<file path="config.mk">
export PLATFORM = sky130hd
export DESIGN_NAME = legv8_prog_encoder
export DESIGN_NICKNAME = d
export VERILOG_FILES = /design/src/rtl/legv8_pkg.sv /design/src/rtl/legv8_instr_pack.sv /design/src/rtl/legv8_prog_encoder.sv
export SDC_FILE = /design/constraint.sdc
export NUM_CORES = 1
export LEC_CHECK = 0
export ABC_AREA = 0
export BUFFER_PORTS_ARGS = -buffer_cell sky130_fd_sc_hd__buf_2
export CAP_MARGIN = 5
export CORE_AREA = 2 2 77 79
export CTS_CLUSTER_DIAMETER = 120
export DETAILED_ROUTE_END_ITERATION = 7
export DIE_AREA = 0 0 79 81
export GPL_ROUTABILITY_DRIVEN = 1
export HOLD_SLACK_MARGIN = 0.08
export PLACE_DENSITY = 0.79
export SLEW_MARGIN = 30
export SYNTH_ARGS = -nofsm -noshare
export SYNTH_HDL_FRONTEND = slang
export SYNTH_HIERARCHICAL = 1
export SYNTH_SLANG_ARGS = --single-unit
export TNS_END_PERCENT = 5
</file>
<file path="constraint.sdc">
create_clock -name clk -period 1.9 [get_ports clk]
set_input_delay 0.285 -clock clk [delete_from_list [all_inputs] [get_ports clk]]
set_output_delay 0.285 -clock clk [all_outputs]
set_load 0.05 [all_outputs]
</file>
<file path="src/rtl/legv8_pkg.sv">
// Shared LEGv8 encoding definitions: request kinds, opcode constants and
// field-packing helpers used by the program encoder (and by maindec).
package legv8_pkg;

    typedef enum logic [2:0] {
        KIND_ADD     = 3'd0,
        KIND_SUB     = 3'd1,
        KIND_AND     = 3'd2,
        KIND_ORR     = 3'd3,
        KIND_LDUR    = 3'd4,
        KIND_STUR    = 3'd5,
        KIND_CBZ     = 3'd6,
        KIND_ILLEGAL = 3'd7
    } kind_e;

    typedef enum logic [1:0] {
        ST_IDLE = 2'd0,
        ST_LOAD = 2'd1,
        ST_FULL = 2'd2
    } enc_state_e;

    localparam logic [10:0] OPC_ADD  = 11'h458;
    localparam logic [10:0] OPC_SUB  = 11'h658;
    localparam logic [10:0] OPC_AND  = 11'h450;
    localparam logic [10:0] OPC_ORR  = 11'h550;
    localparam logic [10:0] OPC_LDUR = 11'h7C2;
    localparam logic [10:0] OPC_STUR = 11'h7C0;
    localparam logic [7:0]  OPC_CBZ  = 8'hB4;

    // R-format: opcode | Rm | shamt(0) | Rn | Rd
    function automatic logic [31:0] enc_r(input logic [10:0] opc,
                                          input logic [4:0]  rm,
                                          input logic [4:0]  rn,
                                          input logic [4:0]  rd);
        return {opc, rm, 6'b000000, rn, rd};
    endfunction

    // D-format: opcode | DT_address | op2(00) | Rn | Rt
    function automatic logic [31:0] enc_d(input logic [10:0] opc,
                                          input logic [8:0]  dt_addr,
                                          input logic [4:0]  rn,
                                          input logic [4:0]  rt);
        return {opc, dt_addr, 2'b00, rn, rt};
    endfunction

    // CB-format: opcode | CondBrAddr | Rt
    function automatic logic [31:0] enc_cb(input logic [7:0]  opc,
                                           input logic [18:0] br_addr,
                                           input logic [4:0]  rt);
        return {opc, br_addr, rt};
    endfunction

endpackage

</file>
<file path="src/rtl/legv8_instr_pack.sv">
// Combinational packer: symbolic request kind plus register/immediate fields
// into a 32-bit LEGv8 machine word, with a legality flag for kind 7.
module legv8_instr_pack
    import legv8_pkg::*;
(
    input  kind_e        i_kind,
    input  logic [4:0]   i_rd,
    input  logic [4:0]   i_rn,
    input  logic [4:0]   i_rm,
    input  logic [18:0]  i_imm,
    output logic         o_legal,
    output logic [31:0]  o_word
);

    logic [8:0] w_dt_addr;

    // D-format only carries the low 9 immediate bits; upper bits are dropped.
    assign w_dt_addr = i_imm[8:0];

    always_comb begin
        o_legal = 1'b1;
        o_word  = '0;
        case (i_kind)
            KIND_ADD:  o_word = enc_r(OPC_ADD, i_rm, i_rn, i_rd);
            KIND_SUB:  o_word = enc_r(OPC_SUB, i_rm, i_rn, i_rd);
            KIND_AND:  o_word = enc_r(OPC_AND, i_rm, i_rn, i_rd);
            KIND_ORR:  o_word = enc_r(OPC_ORR, i_rm, i_rn, i_rd);
            KIND_LDUR: o_word = enc_d(OPC_LDUR, w_dt_addr, i_rn, i_rd);
            KIND_STUR: o_word = enc_d(OPC_STUR, w_dt_addr, i_rn, i_rd);
            KIND_CBZ:  o_word = enc_cb(OPC_CBZ, i_imm, i_rd);
            default:   o_legal = 1'b0;
        endcase
    end

endmodule

</file>
<file path="src/rtl/legv8_prog_encoder.sv">
// Program loader: accepts symbolic LEGv8 requests, encodes them and streams
// the words into consecutive instruction-memory addresses until imem is full.
module legv8_prog_encoder
    import legv8_pkg::*;
#(
    parameter int unsigned DEPTH = 64,
    parameter int unsigned AW    = $clog2(DEPTH)
) (
    input  logic          clk,
    input  logic          reset,
    input  logic          start,
    input  logic          in_valid,
    output logic          in_ready,
    input  logic [2:0]    in_kind,
    input  logic [4:0]    in_rd,
    input  logic [4:0]    in_rn,
    input  logic [4:0]    in_rm,
    input  logic [18:0]   in_imm,
    output logic          imem_we,
    output logic [AW-1:0] imem_waddr,
    output logic [31:0]   imem_wdata,
    output logic          done,
    output logic [7:0]    err_cnt
);

    localparam logic [AW-1:0] LAST_ADDR = AW'(DEPTH - 1);

    enc_state_e    r_state;
    enc_state_e    w_state_next;
    logic          w_in_ready;
    logic          w_accept;
    logic          w_legal;
    logic [31:0]   w_word;
    logic [AW-1:0] r_addr;
    logic          r_we;
    logic [AW-1:0] r_waddr;
    logic [31:0]   r_wdata;
    logic [7:0]    r_err_cnt;

    legv8_instr_pack u_pack (
        .i_kind  (kind_e'(in_kind)),
        .i_rd    (in_rd),
        .i_rn    (in_rn),
        .i_rm    (in_rm),
        .i_imm   (in_imm),
        .o_legal (w_legal),
        .o_word  (w_word)
    );

    always_ff @(posedge clk or posedge reset) begin
        if (reset) begin
            r_state <= ST_IDLE;
        end else begin
            r_state <= w_state_next;
        end
    end

    // start overrides everything and blocks acceptance in its own cycle.
    always_comb begin
        w_state_next = r_state;
        w_in_ready   = 1'b0;
        if (start) begin
            w_state_next = ST_LOAD;
        end else begin
            case (r_state)
                ST_LOAD: begin
                    w_in_ready = 1'b1;
                    if (in_valid && w_legal && (r_addr == LAST_ADDR)) begin
                        w_state_next = ST_FULL;
                    end
                end
                default: w_state_next = r_state;
            endcase
        end
    end

    assign w_accept = in_valid & w_in_ready;

    always_ff @(posedge clk or posedge reset) begin
        if (reset) begin
            r_addr    <= '0;
            r_we      <= 1'b0;
            r_waddr   <= '0;
            r_wdata   <= '0;
            r_err_cnt <= '0;
        end else begin
            r_we <= 1'b0;
            if (start) begin
                r_addr    <= '0;
                r_err_cnt <= '0;
            end else if (w_accept) begin
                if (w_legal) begin
                    r_we    <= 1'b1;
                    r_waddr <= r_addr;
                    r_wdata <= w_word;
                    // Natural AW-bit wrap returns the counter to 0 as FULL is entered.
                    r_addr  <= r_addr + AW'(1);
                end else if (r_err_cnt != '1) begin
                    r_err_cnt <= r_err_cnt + 8'd1;
                end
            end
        end
    end

    assign in_ready   = w_in_ready;
    assign imem_we    = r_we;
    assign imem_waddr = r_waddr;
    assign imem_wdata = r_wdata;
    assign done       = (r_state == ST_FULL);
    assign err_cnt    = r_err_cnt;

endmodule

</file>
==> results_dict.tcl <==
set metrics [dict create \
    core_area_mm2 0.005675 \
    grt_util_met3_pct 3.889 \
    r2r_slack_ns 0.24 \
    initial_core_util_pct 48.88 \
    finalSetupViolations 0 \
    relSlewSlack_pct 61.67 \
    max_slew.worst_pin.slew_ns 0.5741 \
    vias 2155 \
    drv_slew 0 \
    fin_util_pct 60.56 \
    skew_ns 0.006185 \
    synthTopCellsByCount "dfrtp_1, mux2_2, nor2_1" \
    cts_buffers 5 \
    synth.largest_area_cell "dfrtp_1" \
    p_leak_nw 1.659 \
    htree_levels 2 \
    placedCellCount 395 \
    rsz0062_at_grt "false" \
    required_ns 2.08 \
    fin_nets 371 \
    postCtsHoldBufs 1 \
    dp_hpwl_um 4343 \
    synth.avg_cell_area_um2 11.61 \
    cts_setup_buffers 0 \
    met1_usage_pct 24.80 \
    grt_first_pass_wirelength_um 9673 \
    synth-main-ff-cell "dfrtp_1" \
    die_height_um 81 \
    layout.cells.non_filler 404 \
    antenna_cells 0 \
    max_freq_mhz 604.0 \
    grt.met2_usage_pct 32.71 \
    ioPinCount 90 \
    rows 28 \
    netlist_instances 239 \
    vdd.ir_drop.worst_uv 409.1 \
    crit_path_start_kind "flip-flop" \
    hold_path.class "in -> reg" \
    port-buffer-count 89 \
    status "completed" \
    synth_edf_count 0 \
    synth.top_cell.area_share_pct 49.62 \
    grt_max_degree 32 \
    p_total_mw 3.121 \
    arrival_ns 1.83 \
    ant_nets 0 \
    die_w_um 79 \
    p_per_area_mw_per_mm2 908.0 \
    ys_seq_area_share_pct 49.62 \
    place_congestion 0.8384 \
    globalRouteOverflowTotal 0 \
    netlist_area_mm2 0.002774 \
    cts_root_buffer "clkbuf_8" \
    dr.pass1.iters 4 \
    area_growth_pct 23.91 \
    crit_type "reg -> reg" \
    synthArstFlopShare_pct 100.0 \
    yosys-top-cells-area "dfrtp_1, mux2_2, nor2_1, nand3b_1, mux2_4" \
    grt.busiest_layer "met2" \
    cpPeakStageDelay_ns 0.44 \
    period_share_pct 87.14 \
    clkSinkCount 55 \
    synth.net_count 282 \
    clkTransAtPathRegs_ns 0.09 \
    dpl_cell_area_mm2 0.003294 \
    wire_per_inst_um 14.86 \
    drc 0 \
    grt_pass1_vias 2071 \
    drv_cap 0 \
    routed_wl_um 6002 \
    clk_latency_ns 0.30 \
    cts-resized-gates 0 \
    crit_fanout 5 \
    drive_above_1_share_pct 46.81 \
    ys_warn_count 6 \
    synth.distinct_cells 43 \
    ys_ff_latch 55 \
    finalHoldViolations 0 \
    grt_use_total_pct 19.05 \
    first_iter_violations 70 \
    cp_cell_sequence "ha_1, nand3_1, o21ai_0, mux2i_1, nor2_1" \
    dieArea_mm2 0.006399 \
    crit_path_end_kind "flip-flop" \
    fin_tns_setup_ns 0 \
    clockBufferDepth 2 \
    cts_tree "yes" \
    via_per_inst 5.334 \
    synth.most_common_cell "dfrtp_1" \
    fin_area_mm2 0.003437 \
    antenna_found_initial 0 \
    min_period_ns 1.656 \
    crit_slowest_cell "dfrtp_1" \
]
metal layers:
| layer | vias to the layer above | wire length (um) | share of wire (%) |
|---|---|---|---|
| met4 | 0 | 67 | 1.1 |
| li1 | 1017 | - | - |
| met1 | 1056 | 2630 | 44 |
| met5 | - | 0 | 0 |
| met3 | 8 | 364 | 6.1 |
| met2 | 74 | 2939 | 49 |
report_power, final:
part | switching, mW | internal (mW)
combinational | 0.618 | 0.269
clock | 0.361 | 0.527
sequential | 0.0584 | 1.29
sequential cells by signal (all words and copies together) (netlist names):
signal and cells:
err_cnt 8, imem_waddr 6, imem_wdata 32, imem_we 1, r_addr 6, r_state 2
cell families after synthesis:
logic type      count (synthesis)  synth area share, %
compound gates                 27                5.954
xor+xnor                        8                2.526
fa+ha+maj                       2               0.9020
buf+inv                        21                4.781
flops                          55                49.62
mux                            44                18.36
simple gates                   82                17.86
worst max-delay path, delay by kind of cell (launching register included):
kind / cells / cell delay (ns)
DFF: 1 / 0.44
AOI/OAI and AO/OA: 1 / 0.35
adders and majority gates: 1 / 0.28
muxes: 1 / 0.25
and+or+nand+nor: 2 / 0.22
final cells by class:
| class | instances | area, um2 |
|---|---|---|
| Tap cell | 75 | 93.84 |
| Sequential cell | 55 | 1376 |
| Inverter | 7 | 26.28 |
| Timing Repair Buffer | 96 | 538.0 |
| Clock inverter | 2 | 60.06 |
| Clock buffer | 6 | 72.57 |
| Multi-Input combinational cell | 163 | 1270 |
| Fill cell | 510 | 2238 |
worst paths after layout:
kind | startpoint | end | cells after the start
worst max register to register | err_cnt[0] | err_cnt[1] | 5
worst max-delay path | err_cnt[0] | err_cnt[1] | 5
min in group asynchronous | reset | imem_wdata[22] | 3
max in group asynchronous | reset | err_cnt[6] | 4
worst min register to register | imem_wdata[21] | imem_wdata[21] | 1
worst min-delay path | in_rd[4] | imem_wdata[4] | 3
layout by cell type, fill, tap and decap left out, types with 4 or more instances in the layout:
master    instances
mux2_2           37
xor2_1            5
dfrtp_1          55
inv_1             6
a31oi_1           6
nand3b_1          9
nand3_1           6
clkbuf_8          5
a21oi_1          10
o21ai_0           4
buf_2            89
nor3b_1           5
nor2_1           19
nand2b_1          9
nand2_1           5
nor2b_1           5
and2_1            6
mux2_4            4
per-stage QoR:
| stage | setup slack (ns) | hold WS, ns |
|---|---|---|
| finish | 0.2444 | 0.3115 |
| global route | 0.1248 | 0.3062 |
| CTS | 0.2461 | 0.3036 |
| detailed placement | 0.2081 | 0.3745 |
| global placement | 0.2480 | 0.3614 |
| floorplan | 0.005730 | 0.5140 |
Power figures use the tool's default switching activity.
